## config.mk

```make
export PLATFORM = sky130hd
export DESIGN_NAME = pipeline_hazard_ctrl_flat
export DESIGN_NICKNAME = d
export VERILOG_FILES = /design/src/rtl/hazard_pkg.sv /design/src/rtl/pipeline_hazard_ctrl_if.sv /design/src/rtl/hazard_scoreboard.sv /design/src/rtl/pipeline_hazard_ctrl.sv /design/src/flat_wrapper.sv
export SDC_FILE = /design/constraint.sdc
export NUM_CORES = 1
export LEC_CHECK = 0
export CAP_MARGIN = 10
export CORE_MARGIN = 8
export CORE_UTILIZATION = 55
export DETAILED_ROUTE_END_ITERATION = 7
export GPL_TIMING_DRIVEN = 1
export PLACE_DENSITY = 0.78
export SLEW_MARGIN = 20
export SYNTH_ARGS = -nofsm -noshare
export SYNTH_HDL_FRONTEND = slang
export SYNTH_SLANG_ARGS = --single-unit
```

## constraint.sdc

```tcl
create_clock -name clk -period 5.2 [get_ports clk]
set_input_delay 1.56 -clock clk [delete_from_list [all_inputs] [get_ports clk]]
set_output_delay 1.56 -clock clk [all_outputs]
set_load 0.03 [all_outputs]
```

## src/rtl/hazard_pkg.sv

```systemverilog
// Shared types and constants for the pipeline hazard controller.
// Shadow-entry layout and forwarding-select encodings live here.
package hazard_pkg;

  localparam int RA_W_DEF = 5;

  localparam logic [1:0] FWD_RF  = 2'd0;
  localparam logic [1:0] FWD_EX  = 2'd1;
  localparam logic [1:0] FWD_MEM = 2'd2;
  localparam logic [1:0] FWD_WB  = 2'd3;

  typedef struct packed {
    logic                valid;
    logic [RA_W_DEF-1:0] rd;
    logic                wr;
    logic                is_load;
  } shadow_t;

endpackage

```

## src/rtl/pipeline_hazard_ctrl_if.sv

```systemverilog
// ID-side hazard bundle: decode info in, forwarding/stall/flush out.
// master = pipeline side, slave = hazard controller.
interface pipeline_hazard_ctrl_if
  import hazard_pkg::*;
#(
  parameter int RA_W  = RA_W_DEF,
  parameter int SEL_W = 2
);

  logic            id_valid;
  logic [RA_W-1:0] id_rs1;
  logic [RA_W-1:0] id_rs2;
  logic            id_rs1_used;
  logic            id_rs2_used;
  logic [RA_W-1:0] id_rd;
  logic            id_wr;
  logic            id_is_load;
  logic            id_is_mc;
  logic            took_branch;
  logic            mc_done;
  logic [RA_W-1:0] mc_done_rd;

  logic [SEL_W-1:0] fwd_sel_a;
  logic [SEL_W-1:0] fwd_sel_b;
  logic             stall_id;
  logic             flush_if;
  logic             flush_id;
  logic             mc_full;

  modport master (
    output id_valid, id_rs1, id_rs2,
    output id_rs1_used, id_rs2_used,
    output id_rd, id_wr, id_is_load,
    output id_is_mc, took_branch,
    output mc_done, mc_done_rd,
    input  fwd_sel_a, fwd_sel_b,
    input  stall_id, flush_if, flush_id,
    input  mc_full
  );

  modport slave (
    input  id_valid, id_rs1, id_rs2,
    input  id_rs1_used, id_rs2_used,
    input  id_rd, id_wr, id_is_load,
    input  id_is_mc, took_branch,
    input  mc_done, mc_done_rd,
    output fwd_sel_a, fwd_sel_b,
    output stall_id, flush_if, flush_id,
    output mc_full
  );

endinterface

```

## src/rtl/hazard_scoreboard.sv

```systemverilog
// Busy-bit scoreboard and outstanding-op counter for the
// multi-cycle (mul/div) unit.
module hazard_scoreboard
  import hazard_pkg::*;
#(
  parameter int RA_W   = RA_W_DEF,
  parameter int MC_MAX = 2
) (
  input  logic            clk,
  input  logic            reset,
  input  logic            issue,
  input  logic [RA_W-1:0] issue_rd,
  input  logic            done,
  input  logic [RA_W-1:0] done_rd,
  input  logic [RA_W-1:0] rs1,
  input  logic            rs1_used,
  input  logic [RA_W-1:0] rs2,
  input  logic            rs2_used,
  input  logic [RA_W-1:0] rd,
  input  logic            wr,
  input  logic            is_mc,
  output logic            mc_haz,
  output logic            mc_full
);

  localparam int NREG  = 1 << RA_W;
  localparam int CNT_W = $clog2(MC_MAX + 1);

  logic [NREG-1:0]  busy_q, busy_d;
  logic [CNT_W-1:0] cnt_q, cnt_d;

  always_comb begin
    busy_d = busy_q;
    if (done)  busy_d[done_rd]  = 1'b0;
    if (issue) busy_d[issue_rd] = 1'b1;
    busy_d[0] = 1'b0;
    cnt_d = cnt_q;
    case ({issue, done})
      2'b10: if (cnt_q != CNT_W'(MC_MAX)) cnt_d = cnt_q + 1'b1;
      2'b01: if (cnt_q != '0) cnt_d = cnt_q - 1'b1;
      default: cnt_d = cnt_q;
    endcase
  end

  always_ff @(posedge clk) begin
    if (reset) begin
      busy_q <= '0;
      cnt_q  <= '0;
    end else begin
      busy_q <= busy_d;
      cnt_q  <= cnt_d;
    end
  end

  assign mc_full = (cnt_q == CNT_W'(MC_MAX));
  assign mc_haz  = (busy_q[rs1] & rs1_used)
                 | (busy_q[rs2] & rs2_used)
                 | (busy_q[rd] & wr)
                 | (is_mc & mc_full);

endmodule

```

## src/rtl/pipeline_hazard_ctrl.sv

```systemverilog
// ID-side hazard controller: forwarding, load-use/MC stalls, flushes.
// Optional HAZARD_STATS_EN adds stall/flush/mc-stall counters.
module pipeline_hazard_ctrl
  import hazard_pkg::*;
#(
  parameter  int DEPTH    = 3,
  parameter  int RA_W     = RA_W_DEF,
  parameter  int LOAD_GAP = 1,
  parameter  int MC_MAX   = 2,
  localparam int SEL_W    = $clog2(DEPTH + 1)
) (
  input  logic        clk,
  input  logic        reset,
`ifdef HAZARD_STATS_EN
  output logic [31:0] stat_stalls,
  output logic [31:0] stat_flushes,
  output logic [31:0] stat_mc_stalls,
`endif
  pipeline_hazard_ctrl_if.slave hz
);

  shadow_t shadow_q [DEPTH];
  shadow_t shadow_d [DEPTH];

  logic             lu_a, lu_b;
  logic [SEL_W-1:0] sel_a, sel_b;
  logic             mc_haz, stall, accept, issue;
  logic [RA_W-1:0]  issue_rd;

  // Youngest entry wins, so scan oldest-first and let later hits override.
  function automatic logic [SEL_W:0] pick(
    input logic [RA_W-1:0] rs,
    input logic            used
  );
    logic [SEL_W-1:0] sel = SEL_W'(FWD_RF);
    logic             lu  = 1'b0;
    for (int k = DEPTH - 1; k >= 0; k--) begin
      if (shadow_q[k].valid && shadow_q[k].wr &&
          shadow_q[k].rd == rs && rs != '0 && used) begin
        sel = SEL_W'(k + 1);
        lu  = shadow_q[k].is_load && (k < LOAD_GAP);
      end
    end
    if (lu) sel = SEL_W'(FWD_RF);
    return {lu, sel};
  endfunction

  assign {lu_a, sel_a} = pick(hz.id_rs1, hz.id_rs1_used);
  assign {lu_b, sel_b} = pick(hz.id_rs2, hz.id_rs2_used);

  assign stall    = hz.id_valid & ~hz.took_branch
                  & (lu_a | lu_b | mc_haz);
  assign accept   = hz.id_valid & ~stall & ~hz.took_branch;
  assign issue    = accept & hz.id_is_mc;
  assign issue_rd = hz.id_wr ? hz.id_rd : '0;

  assign hz.fwd_sel_a = sel_a;
  assign hz.fwd_sel_b = sel_b;
  assign hz.stall_id  = stall;
  assign hz.flush_if  = hz.took_branch;
  assign hz.flush_id  = hz.took_branch;

  always_comb begin
    shadow_d[0] = '0;
    if (accept) begin
      shadow_d[0].valid   = 1'b1;
      shadow_d[0].rd      = hz.id_rd;
      shadow_d[0].wr      = hz.id_wr & ~hz.id_is_mc;
      shadow_d[0].is_load = hz.id_is_load;
    end
    for (int k = 1; k < DEPTH; k++) shadow_d[k] = shadow_q[k-1];
  end

  always_ff @(posedge clk) begin
    for (int k = 0; k < DEPTH; k++) begin
      if (reset) shadow_q[k] <= '0;
      else       shadow_q[k] <= shadow_d[k];
    end
  end

  hazard_scoreboard #(
    .RA_W   (RA_W),
    .MC_MAX (MC_MAX)
  ) u_sb (
    .clk      (clk),
    .reset    (reset),
    .issue    (issue),
    .issue_rd (issue_rd),
    .done     (hz.mc_done),
    .done_rd  (hz.mc_done_rd),
    .rs1      (hz.id_rs1),
    .rs1_used (hz.id_rs1_used),
    .rs2      (hz.id_rs2),
    .rs2_used (hz.id_rs2_used),
    .rd       (hz.id_rd),
    .wr       (hz.id_wr),
    .is_mc    (hz.id_is_mc),
    .mc_haz   (mc_haz),
    .mc_full  (hz.mc_full)
  );

`ifdef HAZARD_STATS_EN
  logic [31:0] st_stall_q, st_stall_d;
  logic [31:0] st_flush_q, st_flush_d;
  logic [31:0] st_mc_q, st_mc_d;

  always_comb begin
    st_stall_d = st_stall_q + {31'd0, stall};
    st_flush_d = st_flush_q + {31'd0, hz.took_branch};
    st_mc_d    = st_mc_q + {31'd0, stall & mc_haz};
  end

  always_ff @(posedge clk) begin
    if (reset) begin
      st_stall_q <= '0;
      st_flush_q <= '0;
      st_mc_q    <= '0;
    end else begin
      st_stall_q <= st_stall_d;
      st_flush_q <= st_flush_d;
      st_mc_q    <= st_mc_d;
    end
  end

  assign stat_stalls    = st_stall_q;
  assign stat_flushes   = st_flush_q;
  assign stat_mc_stalls = st_mc_q;
`endif

endmodule

```

## src/flat_wrapper.sv

```systemverilog
// flat-port wrapper written by rule: the top's interface ports become plain ports
module pipeline_hazard_ctrl_flat import hazard_pkg::*;
#(
  parameter  int DEPTH    = 3,
  parameter  int RA_W     = RA_W_DEF,
  parameter  int LOAD_GAP = 1,
  parameter  int MC_MAX   = 2,
  localparam int SEL_W    = $clog2(DEPTH + 1)
)
  (clk, reset, hz_id_valid, hz_id_rs1, hz_id_rs2, hz_id_rs1_used, hz_id_rs2_used, hz_id_rd, hz_id_wr, hz_id_is_load, hz_id_is_mc, hz_took_branch, hz_mc_done, hz_mc_done_rd, hz_fwd_sel_a, hz_fwd_sel_b, hz_stall_id, hz_flush_if, hz_flush_id, hz_mc_full);
  pipeline_hazard_ctrl_if #(.RA_W(RA_W), .SEL_W(2)) hz_i ();
  input  logic clk;
  input  logic reset;
  input wire logic [$bits(hz_i.id_valid)-1:0] hz_id_valid;
  input wire logic [$bits(hz_i.id_rs1)-1:0] hz_id_rs1;
  input wire logic [$bits(hz_i.id_rs2)-1:0] hz_id_rs2;
  input wire logic [$bits(hz_i.id_rs1_used)-1:0] hz_id_rs1_used;
  input wire logic [$bits(hz_i.id_rs2_used)-1:0] hz_id_rs2_used;
  input wire logic [$bits(hz_i.id_rd)-1:0] hz_id_rd;
  input wire logic [$bits(hz_i.id_wr)-1:0] hz_id_wr;
  input wire logic [$bits(hz_i.id_is_load)-1:0] hz_id_is_load;
  input wire logic [$bits(hz_i.id_is_mc)-1:0] hz_id_is_mc;
  input wire logic [$bits(hz_i.took_branch)-1:0] hz_took_branch;
  input wire logic [$bits(hz_i.mc_done)-1:0] hz_mc_done;
  input wire logic [$bits(hz_i.mc_done_rd)-1:0] hz_mc_done_rd;
  output wire logic [$bits(hz_i.fwd_sel_a)-1:0] hz_fwd_sel_a;
  output wire logic [$bits(hz_i.fwd_sel_b)-1:0] hz_fwd_sel_b;
  output wire logic [$bits(hz_i.stall_id)-1:0] hz_stall_id;
  output wire logic [$bits(hz_i.flush_if)-1:0] hz_flush_if;
  output wire logic [$bits(hz_i.flush_id)-1:0] hz_flush_id;
  output wire logic [$bits(hz_i.mc_full)-1:0] hz_mc_full;
  assign hz_i.id_valid = hz_id_valid;
  assign hz_i.id_rs1 = hz_id_rs1;
  assign hz_i.id_rs2 = hz_id_rs2;
  assign hz_i.id_rs1_used = hz_id_rs1_used;
  assign hz_i.id_rs2_used = hz_id_rs2_used;
  assign hz_i.id_rd = hz_id_rd;
  assign hz_i.id_wr = hz_id_wr;
  assign hz_i.id_is_load = hz_id_is_load;
  assign hz_i.id_is_mc = hz_id_is_mc;
  assign hz_i.took_branch = hz_took_branch;
  assign hz_i.mc_done = hz_mc_done;
  assign hz_i.mc_done_rd = hz_mc_done_rd;
  assign hz_fwd_sel_a = hz_i.fwd_sel_a;
  assign hz_fwd_sel_b = hz_i.fwd_sel_b;
  assign hz_stall_id = hz_i.stall_id;
  assign hz_flush_if = hz_i.flush_if;
  assign hz_flush_id = hz_i.flush_id;
  assign hz_mc_full = hz_i.mc_full;
  pipeline_hazard_ctrl #(.DEPTH(DEPTH), .RA_W(RA_W), .LOAD_GAP(LOAD_GAP), .MC_MAX(MC_MAX)) u_core (.clk(clk), .reset(reset), .hz(hz_i));
endmodule
```

==> out/summary.json, run 1 <==
{
  "logic_synthesis": {
    "synth_area_sq_um": 3665,
    "synthAdderAreaFrac": 0,
    "post_synth_arst_share": 0,
    "synth_enable_flop_cells": 0,
    "synth.yosys.seq_area_share": 0.3004,
    "most_instantiated_library_cell_after_synthesis": "sky130_fd_sc_hd__dfxtp_1",
    "synth_top_area_cell": "sky130_fd_sc_hd__dfxtp_1",
    "synth_commonest_cells": "55 x sky130_fd_sc_hd__dfxtp_1, 35 x sky130_fd_sc_hd__nand2_1, 34 x sky130_fd_sc_hd__nor2b_1",
    "synthXorXnorAreaFrac": 0.07170,
    "synth_top_family_by_area": "simple AND/OR/NAND/NOR gates",
    "synth_top_area_share": 0.3004,
    "synth_simple_gate_area_share": 0.2554,
    "netlist_instances": 406,
    "warnings_from_yosys": 0,
    "synth_nets": 436,
    "ys.flop_type": "sky130_fd_sc_hd__dfxtp_1",
    "synthMuxAreaShare": 0.1618,
    "synth-compound-area-share": 0.1540,
    "ys_types": 53,
    "synth_seq_cells": 55,
    "post_synthesis_average_cell_area_sq_um": 9.027,
    "netlist_top_cells_area": "sky130_fd_sc_hd__dfxtp_1 30%, sky130_fd_sc_hd__mux2i_1 8.2%, sky130_fd_sc_hd__mux4_2 6.8%"
  },
  "worst_setup_path": {
    "critical-path-max-stage-delay_ns": 0.60,
    "rr_worst_depth": 9,
    "startpoint_type": "primary input",
    "crit_fanout": 4,
    "crit_path_top_delay_cell": "sky130_fd_sc_hd__clkdlybuf4s50_1",
    "crit_arrival_ns": 3.58,
    "crit-reg2reg-capture": "u_core.shadow_q[0][1]$_SDFF_PP0_",
    "critical_path_s_most_frequent_cell": "sky130_fd_sc_hd__buf_4",
    "critPathCapture": "hz_stall_id",
    "worstPathCellList": "clkdlybuf4s50_1 > buf_4 > mux4_2 > mux2i_1 > mux2_2 > a32oi_1 > a31oi_2 > a21boi_1 > buf_4",
    "reg2reg_setup_slack_ns": 2.62,
    "criticalPathCategory": "in2out",
    "end_kind": "primary output",
    "crit-reg2reg-launch": "u_core.u_sb.busy_q[31]$_SDFF_PP0_",
    "startpoint": "hz_id_rs2[2]",
    "critPathRequiredTime_ns": 3.64
  },
  "layout": {
    "areaGrowthSynthToFinish_pct": 18.16,
    "drive_gt1_frac": 0.1578,
    "final_cells": 527,
    "ant_cells": 0,
    "final_cell_area_sq_um": 4330,
    "final_nets": 479
  },
  "clock_network": {
    "number_of_h_tree_branching_levels": 2,
    "max_root_sink_buffers": 2,
    "worst_skew_pair.late_latency_ns": 0.32,
    "cts_tree": "yes",
    "cts_root_buf": "sky130_fd_sc_hd__clkbuf_8",
    "tritoncts_num_sinks": 55,
    "worst_path_clk_slew_ns": 0.09,
    "number_of_buffers_created_by_cts": 5
  },
  "placed_design": {
    "dp_hpwl_um": 7751,
    "finalWeightedCongestion": 0.9038,
    "place.port_buffers": 37,
    "place_inst": 517,
    "dp_slack_ns": -0.1044,
    "place_area_sq_um": 4182
  },
  "grt": {
    "grt_pass1_vias": 3283,
    "wire_length_of_the_first_global_routing_pass_um": 16660,
    "globalRouteOverflowTotal": 0,
    "grt_antenna_before_repair": 0,
    "grt_start_max_net_pins": 34,
    "grtUsageTotal": 0.2132
  },
  "hold_path": {
    "min_path_cells": 1,
    "timing.hold.worst.class": "reg2reg"
  },
  "timing": {
    "min_period_ns": 5.139,
    "grt_setup_unrepaired": "yes",
    "final_setup_vio_count": 0,
    "hold_viol": 0,
    "slew_viol_final": 0,
    "finalWorstSetupSlack_ns": 0.06077,
    "setup_total_negative_slack_ns": 0,
    "worst-slew-pin-transition_ns": 0.6362,
    "worst_clock_skew_ns": 0.01132,
    "maxSlewHeadroom": 0.5746,
    "max_freq_mhz": 194.6,
    "finalCritPeriodShare": 0.9883
  },
  "route": {
    "avgViaCountPerCell": 6.374,
    "detailedRoute.firstIterationViolations": 333,
    "wl_per_cell_um": 19.76,
    "route.antenna.remaining_nets": 0,
    "via_count": 3359,
    "drt_first_pass_iters": 5,
    "drt_drc_violations_left": 0,
    "finalWirelength_um": 10410
  },
  "run_status": {
    "run_status": "finished, final reports clean"
  },
  "floorplan": {
    "floorplan.die_area_sq_um": 9532,
    "core.rowCount": 29,
    "starting_density": 0.5739,
    "die-width_um": 97.63,
    "ios": 38,
    "die_h_um": 97.63,
    "core_area_sq_um": 6386
  },
  "run": {
    "maxCapViolCount": 0
  },
  "pwr": {
    "power.leakage_nw": 1.534,
    "vdd_drop_max_mv": 0.1347,
    "cellPowerDensity_nw_per_um2": 191.3,
    "total_power_mw": 0.8286
  }
}
-- cell families (layout without fill, tap and decap cells) --
logic type             Yosys count  count (layout)
AO/OA/AOI/OAI                   79              79
XOR/XNOR                        30              30
buffers and inverters           39              83
flip-flops                      55              55
multiplexers                    45              45
AND/OR/NAND/NOR                158             158
-- state kept, by name, summed over array words and instances (netlist names) --
name	cells
u_core.shadow_q	22
u_core.u_sb.busy_q	31
u_core.u_sb.cnt_q	2
-- through the flow --
step,util,hold WS [ns]
3_3_place_gp,0.6548,0.4437
2_1_floorplan,-,0.4379
5_1_grt,0.6781,0.4888
4_1_cts,0.6759,0.4664
3_5_place_dp,0.6548,0.4484
6_report,0.6781,0.4658
-- metal layers --
layer	share of wire	global-route usage	vias up	wire length [um]
met1	0.41	0.2549	1598	4260
met4	0.025	0.07226	0	260
met5	0	0	-	0
li1	-	-	1585	-
met3	0.070	0.05050	27	728
met2	0.50	0.3632	149	5161
-- final cells by class --
type	instances	area, sq um
Sequential cell	55	1101
Timing Repair Buffer	65	623.1
Multi-Input combinational cell	312	2384
Fill cell	527	2056
Clock buffer	5	68.82
Tap cell	77	96.34
Clock inverter	3	20.02
Inverter	10	37.54
-- power by group --
| part | leakage [nW] | internal, mW | switching (mW) | total (mW) |
|---|---|---|---|---|
| sequential | 0.444 | 0.424 | 0.00342 | 0.428 |
| clock | 0.0402 | 0.0941 | 0.149 | 0.243 |
| combinational | 1.05 | 0.0730 | 0.0849 | 0.158 |
-- worst max-delay path, delay by kind of cell --
kind	cells	cell delay [ns]
buf+inv	3	0.96
mux	3	0.64
compound gates	3	0.42
-- placed cells by master (no fill, tap or decap), types with 7 or more instances in the layout --
cell and n:
sky130_fd_sc_hd__o21ai_0 18, sky130_fd_sc_hd__xnor2_1 23, sky130_fd_sc_hd__nand2_1 35, sky130_fd_sc_hd__nand3_1 10, sky130_fd_sc_hd__buf_4 29, sky130_fd_sc_hd__inv_1 10, sky130_fd_sc_hd__clkdlybuf4s50_1 29, sky130_fd_sc_hd__mux4_2 11
sky130_fd_sc_hd__o31ai_1 32, sky130_fd_sc_hd__nor3b_1 8, sky130_fd_sc_hd__nand3b_1 21, sky130_fd_sc_hd__nor2b_1 34, sky130_fd_sc_hd__mux2i_1 30, sky130_fd_sc_hd__nand4_1 7, sky130_fd_sc_hd__dfxtp_1 55, sky130_fd_sc_hd__nor2_1 12
-- how the worst min path moves through the flow --
| stage | start | end |
|---|---|---|
| 3_5_place_dp | u_core.shadow_q[1][1]$_SDFF_PP0_ | u_core.shadow_q[2][1]$_SDFF_PP0_ |
| 6_report | u_core.shadow_q[1][1]$_SDFF_PP0_ | u_core.shadow_q[2][1]$_SDFF_PP0_ |
| 3_3_place_gp | u_core.shadow_q[1][1]$_SDFF_PP0_ | u_core.shadow_q[2][1]$_SDFF_PP0_ |
| 4_1_cts | u_core.shadow_q[1][1]$_SDFF_PP0_ | u_core.shadow_q[2][1]$_SDFF_PP0_ |
| 2_1_floorplan | u_core.shadow_q[1][1]$_SDFF_PP0_ | u_core.shadow_q[2][1]$_SDFF_PP0_ |
| 5_1_grt | u_core.shadow_q[1][7]$_SDFF_PP0_ | u_core.shadow_q[2][7]$_SDFF_PP0_ |
-- timing repair --
action                                  in CTS  in global routing
hold buffers                                 0                  0
gates resized for setup                      6                  5
endpoints found under the setup margin       2                  2
cloned                                       1                  0
buffers inserted                             1                  0
pin swaps                                    4                  3
No activity file was read; power rests on OpenSTA's default activity.
==> run 2, diff against run 1 <==
Settings changed: SKIP_CTS_REPAIR_TIMING set to 1.
Clock period 5.2 ns to 5.1 ns, I/O delays scaled along.
==> out/summary.json, run 2 (synthesis results as in run 1) <==
{
  "timing": {
    "min_period_ns": 5.068,
    "worst-slew-pin-transition_ns": 0.8184,
    "finalWorstSetupSlack_ns": 0.03183,
    "slew_viol_final": 0,
    "finalCritPeriodShare": 0.9938,
    "worst_clock_skew_ns": 0.01180,
    "max_freq_mhz": 197.3,
    "maxSlewHeadroom": 0.4527,
    "hold_viol": 0,
    "final_setup_vio_count": 0
  },
  "clock_network": {
    "cts_tree": "yes",
    "worst_skew_pair.late_latency_ns": 0.32,
    "number_of_buffers_created_by_cts": 5,
    "tritoncts_num_sinks": 55,
    "number_of_h_tree_branching_levels": 2,
    "cts_root_buf": "sky130_fd_sc_hd__clkbuf_8",
    "worst_path_clk_slew_ns": 0.09,
    "max_root_sink_buffers": 2
  },
  "layout": {
    "layout.cells.most_common": "sky130_fd_sc_hd__dfxtp_1",
    "final_nets": 481,
    "areaGrowthSynthToFinish_pct": 19.39,
    "largest_register": "u_core.u_sb.busy_q",
    "largest_register_ffs": 31,
    "ant_cells": 0,
    "finish.utilization": 0.6851,
    "drive_gt1_frac": 0.1615,
    "most-common-layout-cells": "55 x sky130_fd_sc_hd__dfxtp_1, 35 x sky130_fd_sc_hd__nand2_1, 34 x sky130_fd_sc_hd__nor2b_1",
    "largest_registers_ranked_by_flip_flop_count": "u_core.u_sb.busy_q: 31 flops, u_core.shadow_q: 22 flops, u_core.u_sb.cnt_q: 2 flops"
  },
  "route": {
    "route.antenna.remaining_nets": 0,
    "via_count": 3437,
    "wl_per_cell_um": 19.88,
    "drt_drc_violations_left": 0,
    "finalWirelength_um": 10520,
    "detailedRoute.firstIterationViolations": 213,
    "avgViaCountPerCell": 6.497,
    "drt_first_pass_iters": 7
  },
  "grt": {
    "globalRouteOverflowTotal": 0,
    "grt_start_max_net_pins": 34,
    "grt_antenna_before_repair": 0,
    "grtUsageTotal": 0.2113,
    "wire_length_of_the_first_global_routing_pass_um": 16620,
    "grt_pass1_vias": 3289
  },
  "floorplan": {
    "die-width_um": 97.63,
    "ios": 38,
    "core_area_sq_um": 6386,
    "starting_density": 0.5739,
    "floorplan.die_area_sq_um": 9532,
    "die_h_um": 97.63,
    "core.rowCount": 29
  },
  "run_status": {
    "run_status": "finished, final reports clean"
  },
  "pwr": {
    "power.leakage_nw": 1.592,
    "vdd_drop_max_mv": 0.1384,
    "cellPowerDensity_nw_per_um2": 193.7
  },
  "placed_design": {
    "dp_slack_ns": -0.1514,
    "finalWeightedCongestion": 0.9080,
    "place.port_buffers": 37,
    "dp_hpwl_um": 7824
  },
  "worst_setup_path": {
    "critPathRequiredTime_ns": 3.57,
    "reg2reg_setup_slack_ns": 2.61,
    "criticalPathCategory": "in2out",
    "crit_fanout": 11,
    "startpoint_type": "primary input",
    "crit_arrival_ns": 3.54,
    "end_kind": "primary output"
  },
  "hold_path": {
    "timing.hold.worst.class": "reg2reg"
  },
  "run": {
    "maxCapViolCount": 0
  }
}
[run 2: stage by stage]
step           hold slack (ns)  setup TNS, ns  total power, mW  area [sq um]  std cells
2_1_floorplan           0.4379              0           0.5360          3665        406
3_3_place_gp            0.4453        -0.1470           0.5964          4182        517
3_5_place_dp            0.4590        -0.2456           0.5994          4182        517
4_1_cts                 0.4729        -0.2862           0.8426          4273        525
5_1_grt                 0.4784       -0.06160           0.8838          4375        529
6_report                0.4694              0           0.8475          4375        529
[run 2: final cells by class]
class | instances | area [sq um]
multi-input combinational | 312 | 2384
fill | 524 | 2011
sequential | 55 | 1101
timing repair buffer | 67 | 665.6
tap | 77 | 96.34
clock buffer | 5 | 68.82
inverter | 10 | 37.54
clock inverter | 3 | 22.52
[run 2: per-layer routing]
metal,share of wire,global-route usage,wire length (um)
met5,0,0,0
met4,0.027,0.08159,289
met3,0.065,0.04196,683
met2,0.50,0.3554,5224
met1,0.41,0.2573,4320
[run 2: path summary, 6_finish.rpt]
kind	depth (start not counted)	end	from
hold / removal	1	u_core.shadow_q[2][7]$_SDFF_PP0_	u_core.shadow_q[1][7]$_SDFF_PP0_
setup reg to reg	8	u_core.u_sb.busy_q[17]$_SDFF_PP0_	u_core.u_sb.busy_q[3]$_SDFF_PP0_
hold reg to reg	1	u_core.shadow_q[2][7]$_SDFF_PP0_	u_core.shadow_q[1][7]$_SDFF_PP0_
setup / recovery	10	hz_stall_id	hz_id_rs1[0]
[run 2: where the power goes]
| part | internal [mW] | switching, mW |
|---|---|---|
| clock network | 0.0987 | 0.151 |
| logic | 0.0747 | 0.0870 |
| registers | 0.433 | 0.00343 |
| total | 0.606 | 0.241 |
[run 2: critical path, stage by stage]
cell and delay [ns]:
sky130_fd_sc_hd__clkdlybuf4s50_1 0.45, sky130_fd_sc_hd__buf_12 0.17, sky130_fd_sc_hd__buf_4 0.14, sky130_fd_sc_hd__nand2_1 0.09, sky130_fd_sc_hd__a2bb2oi_1 0.18, sky130_fd_sc_hd__nand4_1 0.20, sky130_fd_sc_hd__a221oi_4 0.37, sky130_fd_sc_hd__nor3_2 0.09
sky130_fd_sc_hd__a21boi_1 0.15, sky130_fd_sc_hd__buf_4 0.17
==> run 3, diff against run 2 <==
Settings changed: CORE_UTILIZATION 55 to 46, PLACE_DENSITY 0.78 to 0.75.
==> out/summary.json, run 3 (synthesis results as in run 1) <==
{
  "pwr": {
    "vdd_drop_max_mv": 0.1735,
    "internal-power_mw": 0.6075,
    "total_power_mw": 0.8504,
    "share_clk_of_total_power": 0.290,
    "cellPowerDensity_nw_per_um2": 189.3,
    "power.leakage_nw": 1.646,
    "power.switching_mw": 0.2429,
    "share_seq_of_total_power": 0.513,
    "comb_power_share": 0.197,
    "power.share.switching": 0.2857
  },
  "placed_design": {
    "finalWeightedCongestion": 0.8536,
    "dp_hpwl_um": 8017,
    "place_inst": 548,
    "place.port_buffers": 37
  },
  "layout": {
    "drive_gt1_frac": 0.1857,
    "fillerInstances": 688,
    "largest_registers_ranked_by_flip_flop_count": "u_core.u_sb.busy_q: 31 flops, u_core.shadow_q: 22 flops, u_core.u_sb.cnt_q: 2 flops",
    "final_cells": 565,
    "ant_cells": 0,
    "largest_register_ffs": 31,
    "final_nets": 492,
    "ff_latch_area_sq_um": 1101,
    "largest_register": "u_core.u_sb.busy_q",
    "layout.cells.most_common": "sky130_fd_sc_hd__dfxtp_1",
    "multi_input_comb_area_sq_um": 2404,
    "areaGrowthSynthToFinish_pct": 22.57,
    "most-common-layout-cells": "55 x sky130_fd_sc_hd__dfxtp_1, 38 x sky130_fd_sc_hd__buf_4, 35 x sky130_fd_sc_hd__nand2_1"
  },
  "floorplan": {
    "die-width_um": 105.3,
    "core.rowCount": 32,
    "floorplan.die_area_sq_um": 11080,
    "die_h_um": 105.3,
    "core_area_sq_um": 7727,
    "ios": 38,
    "starting_density": 0.4743
  },
  "hold_path": {
    "min-delay-start": "u_core.shadow_q[1][1]$_SDFF_PP0_",
    "min_path_cells": 1,
    "hold_path_end": "u_core.shadow_q[2][1]$_SDFF_PP0_",
    "timing.hold.worst.class": "reg2reg"
  },
  "timing": {
    "maxSlewHeadroom": 0.5727,
    "min_period_ns": 5.073,
    "slew_viol_final": 0,
    "max_freq_mhz": 197.1,
    "finalCritPeriodShare": 0.9947,
    "hold_viol": 0,
    "worst_clock_skew_ns": 0.004911,
    "worst-slew-pin-transition_ns": 0.6389,
    "final_setup_vio_count": 0,
    "setup_total_negative_slack_ns": 0
  },
  "grt": {
    "grt_start_max_net_pins": 34,
    "grtUsageTotal": 0.1847,
    "grt_pass1_vias": 3315,
    "grt_antenna_before_repair": 0,
    "globalRouteOverflowTotal": 0,
    "wire_length_of_the_first_global_routing_pass_um": 16840
  },
  "clock_network": {
    "worst_skew_pair.late_latency_ns": 0.31,
    "number_of_buffers_created_by_cts": 5,
    "tritoncts_num_sinks": 55,
    "max_root_sink_buffers": 2,
    "cts_root_buf": "sky130_fd_sc_hd__clkbuf_8",
    "worst_path_clk_slew_ns": 0.10,
    "cts_tree": "yes",
    "number_of_h_tree_branching_levels": 2
  },
  "run": {
    "maxCapViolCount": 0
  },
  "route": {
    "route.antenna.remaining_nets": 0,
    "drt_first_pass_iters": 5,
    "avgViaCountPerCell": 5.979,
    "via_count": 3378,
    "wl_per_cell_um": 19.08,
    "drt_drc_violations_left": 0,
    "finalWirelength_um": 10780,
    "detailedRoute.firstIterationViolations": 233
  },
  "worst_setup_path": {
    "end_kind": "primary output",
    "crit_path_top_delay_cell": "sky130_fd_sc_hd__or4_4",
    "crit-reg2reg-launch": "u_core.u_sb.busy_q[3]$_SDFF_PP0_",
    "critical_path_s_most_frequent_cell": "sky130_fd_sc_hd__buf_4",
    "worstPathCellList": "clkdlybuf4s50_1 > buf_6 > buf_4 > xnor2_2 > nand4_1 > or4_4 > nor3b_2 > a21o_1 > buf_4",
    "startpoint_type": "primary input",
    "crit-reg2reg-capture": "u_core.u_sb.cnt_q[1]$_SDFFE_PP0P_",
    "critical-path-max-stage-delay_ns": 0.54,
    "criticalPathCategory": "in2out",
    "rr_worst_depth": 9,
    "crit_fanout": 8,
    "critical_path_buf_inv_count": 4,
    "cp_top_family": "buffers and inverters",
    "reg2reg_setup_slack_ns": 2.52,
    "crit_arrival_ns": 3.54,
    "critPathRequiredTime_ns": 3.57
  },
  "run_status": {
    "run_status": "finished, final reports clean"
  }
}
-- run 3: cell count changes in the layout (fill, tap and decap cells not counted), moves of 2 or more --
| cell | previous run | this run |
|---|---|---|
| sky130_fd_sc_hd__buf_12 | 3 | 1 |
| sky130_fd_sc_hd__buf_4 | 27 | 38 |
| sky130_fd_sc_hd__buf_6 | 4 | 6 |
| sky130_fd_sc_hd__clkinvlp_4 | 0 | 2 |
-- run 3: worst max path at each step --
stage | endpoint | depth (start not counted) | slack (ns) | start
after detailed placement | hz_stall_id | 9 | -0.19 | hz_id_rs1[1]
after CTS | hz_stall_id | 9 | -0.19 | hz_id_rs1[1]
after global routing | hz_fwd_sel_a[0] | 9 | -0.04 | hz_id_rs1[0]
after global placement | hz_stall_id | 9 | -0.13 | hz_id_rs1[1]
after floorplan | hz_stall_id | 8 | 0.17 | hz_id_rs1[1]
final | hz_fwd_sel_a[0] | 9 | 0.03 | hz_id_rs1[0]
-- run 3: area by class of cell --
class / instances / area share
Multi-Input combinational cell: 312 / 0.5351
Sequential cell: 55 / 0.2451
Timing Repair Buffer: 78 / 0.1632
Tap cell: 102 / 0.02841
Clock buffer: 5 / 0.01532
Inverter: 10 / 0.008357
Clock inverter: 3 / 0.004457
-- run 3: power by group through the flow --
stage | Sequential, mW | Combinational [mW] | Clock, mW
floorplan | 0.445 | 0.0911 | 0
global placement | 0.446 | 0.152 | 0
detailed placement | 0.446 | 0.155 | 0
CTS | 0.436 | 0.156 | 0.246
global route | 0.437 | 0.178 | 0.267
finish | 0.436 | 0.167 | 0.247
-- run 3: per-layer routing --
layer	up-vias	wire, um	GRT usage
met4	0	208	0.05912
met1	1623	4465	0.2341
met2	135	5327	0.3107
met3	18	782	0.03167
met5	-	0	0
li1	1602	-	-
-- run 3: stage by stage --
| step | setup slack (ns) | hold slack (ns) | cell area [sq um] | utilization |
|---|---|---|---|---|
| 5_1_grt | -0.04187 | 0.4770 | 4492 | 0.5813 |
| 3_5_place_dp | -0.1893 | 0.4543 | 4233 | 0.5478 |
| 3_3_place_gp | -0.1282 | 0.4456 | 4233 | 0.5478 |
| 2_1_floorplan | 0.1669 | 0.4379 | 3665 | - |
| 4_1_cts | -0.1887 | 0.4694 | 4322 | 0.5593 |
| 6_report | 0.02716 | 0.4667 | 4492 | 0.5813 |
-- run 3: worst reg2reg max path, stage by stage (launching register included) --
cell                        delay [ns]
sky130_fd_sc_hd__dfxtp_1          0.38
sky130_fd_sc_hd__mux2i_1          0.18
sky130_fd_sc_hd__a2111oi_1        0.11
sky130_fd_sc_hd__nor4_2           0.35
sky130_fd_sc_hd__a221oi_4         0.13
sky130_fd_sc_hd__buf_4            0.15
sky130_fd_sc_hd__buf_4            0.13
sky130_fd_sc_hd__nor4_4           0.42
sky130_fd_sc_hd__nand2_4          0.29
sky130_fd_sc_hd__a211o_1          0.34
